### config.mk
export PLATFORM = sky130hd
export DESIGN_NAME = reg_scoreboard
export DESIGN_NICKNAME = d
export VERILOG_FILES = /design/src/rtl/reg_scoreboard.sv
export SDC_FILE = /design/constraint.sdc
export NUM_CORES = 1
export LEC_CHECK = 0
export BUFFER_PORTS_ARGS = -buffer_cell sky130_fd_sc_hd__buf_2
export CELL_PAD_IN_SITES_DETAIL_PLACEMENT = 1
export CELL_PAD_IN_SITES_GLOBAL_PLACEMENT = 1
export CORE_MARGIN = 4
export CORE_UTILIZATION = 30
export DETAILED_ROUTE_END_ITERATION = 8
export MAX_ROUTING_LAYER = met4
export PLACE_DENSITY = 0.56
export SYNTH_ARGS = -nofsm -noshare
export SYNTH_HDL_FRONTEND = slang
export SYNTH_SLANG_ARGS = --single-unit
### constraint.sdc
create_clock -name clk -period 3.7 [get_ports clk]
set_clock_uncertainty 0.2 [all_clocks]
set_input_delay 0.185 -clock clk [delete_from_list [all_inputs] [get_ports clk]]
set_output_delay 0.185 -clock clk [all_outputs]
set_load 0.02 [all_outputs]
### src/rtl/reg_scoreboard.sv
// Register scoreboard beside the decode stage: tracks in-flight destination registers
// (fixed-latency countdowns and variable-latency ops retired via cpl_*) and flags hazards.
module reg_scoreboard #(
    parameter int NUM_REGS = 32,
    parameter int AW       = $clog2(NUM_REGS),
    parameter int LAT_W    = 3,
    parameter int MAX_VAR  = 2,
    parameter int VW       = $clog2(MAX_VAR + 1)
) (
    input  logic                clk,
    input  logic                rst_n,
    input  logic                id_valid,
    input  logic                id_advance,
    input  logic [AW-1:0]       id_rs1,
    input  logic [AW-1:0]       id_rs2,
    input  logic                id_rs1_used,
    input  logic                id_rs2_used,
    input  logic [AW-1:0]       id_rd,
    input  logic                id_wen,
    input  logic                id_var,
    input  logic [LAT_W-1:0]    id_lat,
    input  logic                cpl_valid,
    input  logic [AW-1:0]       cpl_rd,
    output logic                stall,
    output logic                stall_raw,
    output logic                stall_waw,
    output logic                stall_struct,
    output logic                fire,
    output logic [NUM_REGS-1:0] busy_vec,
    output logic [VW-1:0]       var_cnt,
    output logic                cpl_err
);

    logic [LAT_W-1:0]    cnt      [NUM_REGS];
    logic [LAT_W-1:0]    cnt_next [NUM_REGS];
    logic [NUM_REGS-1:0] var_pend;
    logic [NUM_REGS-1:0] var_pend_next;
    logic [VW-1:0]       var_cnt_next;
    logic                rs1_ready;
    logic                rs2_ready;
    logic                wr;
    logic                fix_issue;
    logic                var_issue;
    logic                var_retire;

    assign rs1_ready = (id_rs1 == '0) || ((cnt[id_rs1] == '0) && !var_pend[id_rs1]);
    assign rs2_ready = (id_rs2 == '0) || ((cnt[id_rs2] == '0) && !var_pend[id_rs2]);
    assign wr        = id_wen && (id_rd != '0);

    assign stall_raw    = id_valid && ((id_rs1_used && !rs1_ready) || (id_rs2_used && !rs2_ready));
    assign stall_waw    = id_valid && wr && var_pend[id_rd];
    assign stall_struct = id_valid && wr && id_var && (var_cnt == VW'(MAX_VAR));
    assign stall        = stall_raw || stall_waw || stall_struct;
    assign fire         = id_valid && id_advance && !stall;

    assign fix_issue  = fire && wr && !id_var;
    assign var_issue  = fire && wr && id_var;
    assign var_retire = cpl_valid && var_pend[cpl_rd];

    // A new fixed producer never shortens an older, longer countdown on the same register.
    always_comb begin
        for (int r = 0; r < NUM_REGS; r++) begin
            cnt_next[r] = (cnt[r] != '0) ? cnt[r] - LAT_W'(1) : '0;
            if ((r != 0) && fix_issue && (id_rd == AW'(r)) && (id_lat > cnt_next[r])) begin
                cnt_next[r] = id_lat;
            end
        end
    end

    always_comb begin
        var_pend_next = var_pend;
        if (var_retire) begin
            var_pend_next[cpl_rd] = 1'b0;
        end
        if (var_issue) begin
            var_pend_next[id_rd] = 1'b1;
        end
        var_pend_next[0] = 1'b0;
    end

    always_comb begin
        var_cnt_next = var_cnt;
        case ({var_issue, var_retire})
            2'b10:   var_cnt_next = var_cnt + VW'(1);
            2'b01:   var_cnt_next = var_cnt - VW'(1);
            default: var_cnt_next = var_cnt;
        endcase
    end

    always_comb begin
        busy_vec = '0;
        for (int r = 1; r < NUM_REGS; r++) begin
            busy_vec[r] = (cnt[r] != '0) || var_pend[r];
        end
    end

    always_ff @(posedge clk or negedge rst_n) begin
        if (!rst_n) begin
            for (int r = 0; r < NUM_REGS; r++) begin
                cnt[r] <= '0;
            end
            var_pend <= '0;
            var_cnt  <= '0;
            cpl_err  <= 1'b0;
        end else begin
            for (int r = 0; r < NUM_REGS; r++) begin
                cnt[r] <= cnt_next[r];
            end
            var_pend <= var_pend_next;
            var_cnt  <= var_cnt_next;
            cpl_err  <= cpl_valid && !var_pend[cpl_rd];
        end
    end

endmodule
# After elaboration in Yosys (flattened, before gate mapping)
# Cells that the tools add are included.
# word_totals
ff_bits	130
out_inout_bits	40
# op_classes
addsub	34
magnitude_cmp	39
n_eq_ne	34
muxes	84
bitwise_logic	5
n_reduce_logical	162
# op_table
op	count
3-bit two-way mux	67
3-bit nonzero test	32
3-bit by 1-bit subtractor with 3-bit output (second input constant)	32
3-bit > comparator	31
1-bit logical AND	81
5-bit equality test (second input constant)	16
32-bit two-way mux	2
5-bit by 4-bit equality test with 1-bit output (second input constant)	8
1-bit logical OR	36
32-bit bitwise AND	1
32-bit NOT	1
32-bit bitwise OR	1
3-bit binary-select mux with 5-bit select	2
5-bit by 6-bit < comparator with 1-bit output (second input constant)	4
1-bit binary-select mux with 5-bit select	4
5-bit by 3-bit equality test with 1-bit output (second input constant)	4
6-bit >= comparator (second input constant)	2
5-bit NOT with 6-bit output	2
1-bit demux with 5-bit select	2
5-bit by 2-bit equality test with 1-bit output (second input constant)	2
5-bit by 1-bit >= comparator with 1-bit output (second input constant)	2
5-bit logical NOT	2
1-bit logical NOT	7
3-bit logical NOT	2
other kinds (9)	15

# Longest topological paths before layout
# depth
ltp_word	20
depth_mapped	13
ltp_nobuf	11

# Worst setup path before layout
# No wires, ideal clock.
# synth_timing
path_type	input -> register
from	in id_rd[1]
to	reg var_cnt[1]
arrival_ns	3.187
t_required_ns	3.420
path_slack_ns	0.234
cell_stages	11
path_cell_list	clkbuf_1 -> mux4_2 -> o211ai_1 -> a21oi_1 -> nor4b_1 -> a21oi_1 -> nor4_2 -> nand4_1 -> ha_1 -> nor2_1 -> xor2_1
# synth_via
elab_chain_len	12
word_cells_on_any_way	18
# synth_lines
item	line_no	text
from (decl)	18	input logic [AW-1:0] id_rd,
branches (longest 5 deep; another with 1-bit binary-select mux with 5-bit select)	--	
1-bit logical OR (*)	53	assign stall = stall_raw || stall_waw || stall_struct;
1-bit logical NOT (*)	54	assign fire = id_valid && id_advance && !stall;
1-bit logical AND (*)	54	
named net fire	28	output logic fire,
1-bit logical AND (*) (2 in a row)	57	assign var_issue = fire && wr && id_var;
2-bit by 1-bit equality test with 1-bit output / 2-bit equality test (equally long branches)	83	case ({var_issue, var_retire})
2-bit case mux with 2 select lines / 2-bit nonzero test (equally long branches)	--	
to (signal assigned)	110	var_cnt <= var_cnt_next;
to (decl)	30	output logic [VW-1:0] var_cnt,
# Mark *: on every way through the listed nets, which the timed path passes. The select of a mux whose other input is x is not followed.
# A chain may end at the register's enable or synchronous reset.

==> flow_metrics.env <==
export IMPL_root_buffer="clkbuf_16"
export IMPL_layout_drive_gt1_share=0.217
export IMPL_synth_edf_count=0
export IMPL_drc=0
export IMPL_crit_required_ns=3.80
export IMPL_initial_core_util=0.304
export IMPL_synth_top_family_by_area="adder cells"
export IMPL_synthToLayoutAreaGrowth_pct=17.8
export IMPL_fp_coreArea_um2=33600
export IMPL_clock_path_buffers=2
export IMPL_grt_pass1_wl_mm=52.8
export IMPL_synthArstFlopShare=1.00
export IMPL_hold_class="input port to flip-flop"
export IMPL_cts_tree="done"
export IMPL_end_kind="flip-flop"
export IMPL_drt_iter0_markers=354
export IMPL_h_tree_depth=4
export IMPL_ys_flop_type="dfrtp_1"
export IMPL_synthSimpleGateAreaFrac=0.152
export IMPL_cp_arrival_ns=3.71
export IMPL_path_class="flip-flop to flip-flop"
export IMPL_fin_tns_setup_ns=0
export IMPL_grt_max_degree=63
export IMPL_nets=1335
export IMPL_path_max_fanout=14
export IMPL_startpoint_type="flip-flop"
export IMPL_layout_common_cells="156 x ha_1, 127 x dfrtp_1, 100 x inv_1"
export IMPL_vias_per_cell=5.20
export IMPL_antenna_found_initial=0
export IMPL_grt_setup_unrepaired="no"
export IMPL_final_common_cell="ha_1"
export IMPL_min_period_over_period=0.973
export IMPL_insertedDiodeCount=0
export IMPL_vias=8355
export IMPL_maxCapViolations=0
export IMPL_wirelength_mm=34.0
export IMPL_numCtsBuffers=17
export IMPL_ys_seq_area_frac=0.311
export IMPL_synth_fa_ha_area_frac=0.191
export IMPL_dp_hpwl_mm=25.0
export IMPL_die_x_um=193
export IMPL_synth_yosys_warnings=0
export IMPL_die_y_um=193
export IMPL_syn_area_per_cell_um2=9.89
export IMPL_grt_usage=0.192
export IMPL_synth_area_leaders="dfrtp_1 31%, ha_1 19%, mux2_2 6.5%"
export IMPL_synth_area_leader_cell="dfrtp_1"
export IMPL_row_count=67
export IMPL_p_leak_nw=6.14
export IMPL_hold_viol_final=0
export IMPL_drtPass1Iterations=4
export IMPL_netlist_instances=1034
export IMPL_port_buffers=70
export IMPL_synth_compound_area_share=0.130
export IMPL_synth_seq_cells=127
export IMPL_ir_drop_v=0.000260
export IMPL_period_needed_ns=3.60
export IMPL_synth_fp_nets=1222
export IMPL_path_clk_slew_ns=0.06
export IMPL_ant_nets=0
export IMPL_wl_per_cell_um=21.2
export IMPL_grt_overflow=0
export IMPL_dp_slack_ns=0.0919
export IMPL_final_max_slew_viol_count=0
export IMPL_muxShareOfSynthArea=0.162
export IMPL_insertion_delay_ns=0.43
export IMPL_ys_types=48
export IMPL_syn_area_um2=10200
export IMPL_dieArea_um2=37100
export IMPL_tightest_slew_ns=0.859
export IMPL_synth_top_area_frac=0.311
export IMPL_grt_pass1_vias=8915
export IMPL_gp_congestion=0.804
export IMPL_io_pins=72
export IMPL_status="finished, final reports clean"
export IMPL_power_w=0.00422
export IMPL_slew_headroom=0.427
export IMPL_fin_ws_ns=0.0990
export IMPL_holdWs_ns=0.0764
export IMPL_setup_violations=0
export IMPL_cts_sinks=127
export IMPL_synth_xor_area_frac=0.00257
export IMPL_powerDensity_nw_per_um2=351
export IMPL_max_freq_ghz=0.278
[cell usage after synthesis (22+ instances only)]
cell / instances
a31oi_1: 30
nor2b_1: 37
and2_1: 33
mux2_2: 59
mux4_2: 22
o21a_1: 32
nor4_1: 27
nor2_1: 70
dfrtp_1: 127
o21ai_0: 62
inv_1: 101
o2111ai_1: 30
mux2i_1: 42
clkbuf_1: 28
ha_1: 156
nand2b_1: 39
a21oi_1: 38
[kinds of logic after synthesis]
| kind of cell | Yosys count |
|---|---|
| xor+xnor | 3 |
| mux | 130 |
| simple gates | 270 |
| other cells | 1 |
| fa+ha+maj | 156 |
| flops | 127 |
| buf+inv | 137 |
| compound gates | 210 |
[stage by stage]
stage               cells  cell area [µm²]  utilization
finish               1606            12000        0.358
global route         1606            12000        0.358
CTS                  1606            12000        0.358
detailed placement   1574            11500        0.341
global placement     1574            11500        0.341
floorplan            1034            10200            -
[metal layers]
| metal | wire length [µm] | track usage | vias up |
|---|---|---|---|
| met5 | 0 | - | - |
| met4 | 713 | 0.0502 | 0 |
| met3 | 1280 | 0.0259 | 31 |
| met2 | 16500 | 0.323 | 150 |
| met1 | 15500 | 0.244 | 4212 |
| li1 | - | - | 3962 |
[registers in the layout (all words and copies together), names as in the netlist]
signal    count
cpl_err       1
var_cnt       2
cnt          93
var_pend     31
[power breakdown]
| part | total, W | internal (W) | leakage, nW | switching, W |
|---|---|---|---|---|
| registers | 0.00155 | 0.00146 | 1.76 | 0.0000896 |
| clock network | 0.00165 | 0.000976 | 0.259 | 0.000674 |
| logic | 0.00102 | 0.000409 | 4.12 | 0.000614 |
[repair_timing]
action / CTS / global route
hold buffers: 2 / 0
setup buffers: 0 / 0
gates resized for setup: 0 / 3
setup endpoints to repair: 0 / 8
hold endpoints to repair: 54 / 0
[critical path, cell delays in order, from the launching register on]
cell and delay [ns]:
dfrtp_1 0.44, or4_1 0.54, mux4_2 0.49, nor2_1 0.10, a211oi_1 0.07, o32a_1 0.28, nor4_4 0.30, buf_4 0.32
buf_4 0.18, o2111ai_1 0.22, mux2_2 0.34
[worst paths after layout]
check | start | end | slack [ns] | depth (start not counted)
setup / recovery | var_pend[22]$_DFF_PN0_ | cnt[57]$_DFF_PN0_ | 0.1 | 10
hold / removal | id_var | var_cnt[0]$_DFFE_PN0P_ | 0.08 | 4
setup reg to reg | var_pend[22]$_DFF_PN0_ | cnt[57]$_DFF_PN0_ | 0.1 | 10
hold reg to reg | var_cnt[1]$_DFFE_PN0P_ | var_cnt[1]$_DFFE_PN0P_ | 0.30 | 1
max in group asynchronous | rst_n | cnt[79]$_DFF_PN0_ | 2.35 | 3
min in group asynchronous | rst_n | cnt[2]$_DFF_PN0_ | 0.11 | 2
[cell type report]
type | count | area (µm²)
fill | 3831 | 21600
multi-input combinational | 770 | 6560
sequential | 127 | 3180
timing repair buffer | 129 | 817
tap | 448 | 561
clock buffer | 18 | 429
inverter | 102 | 383
clock inverter | 12 | 123
Power figures use the tool's default switching activity.
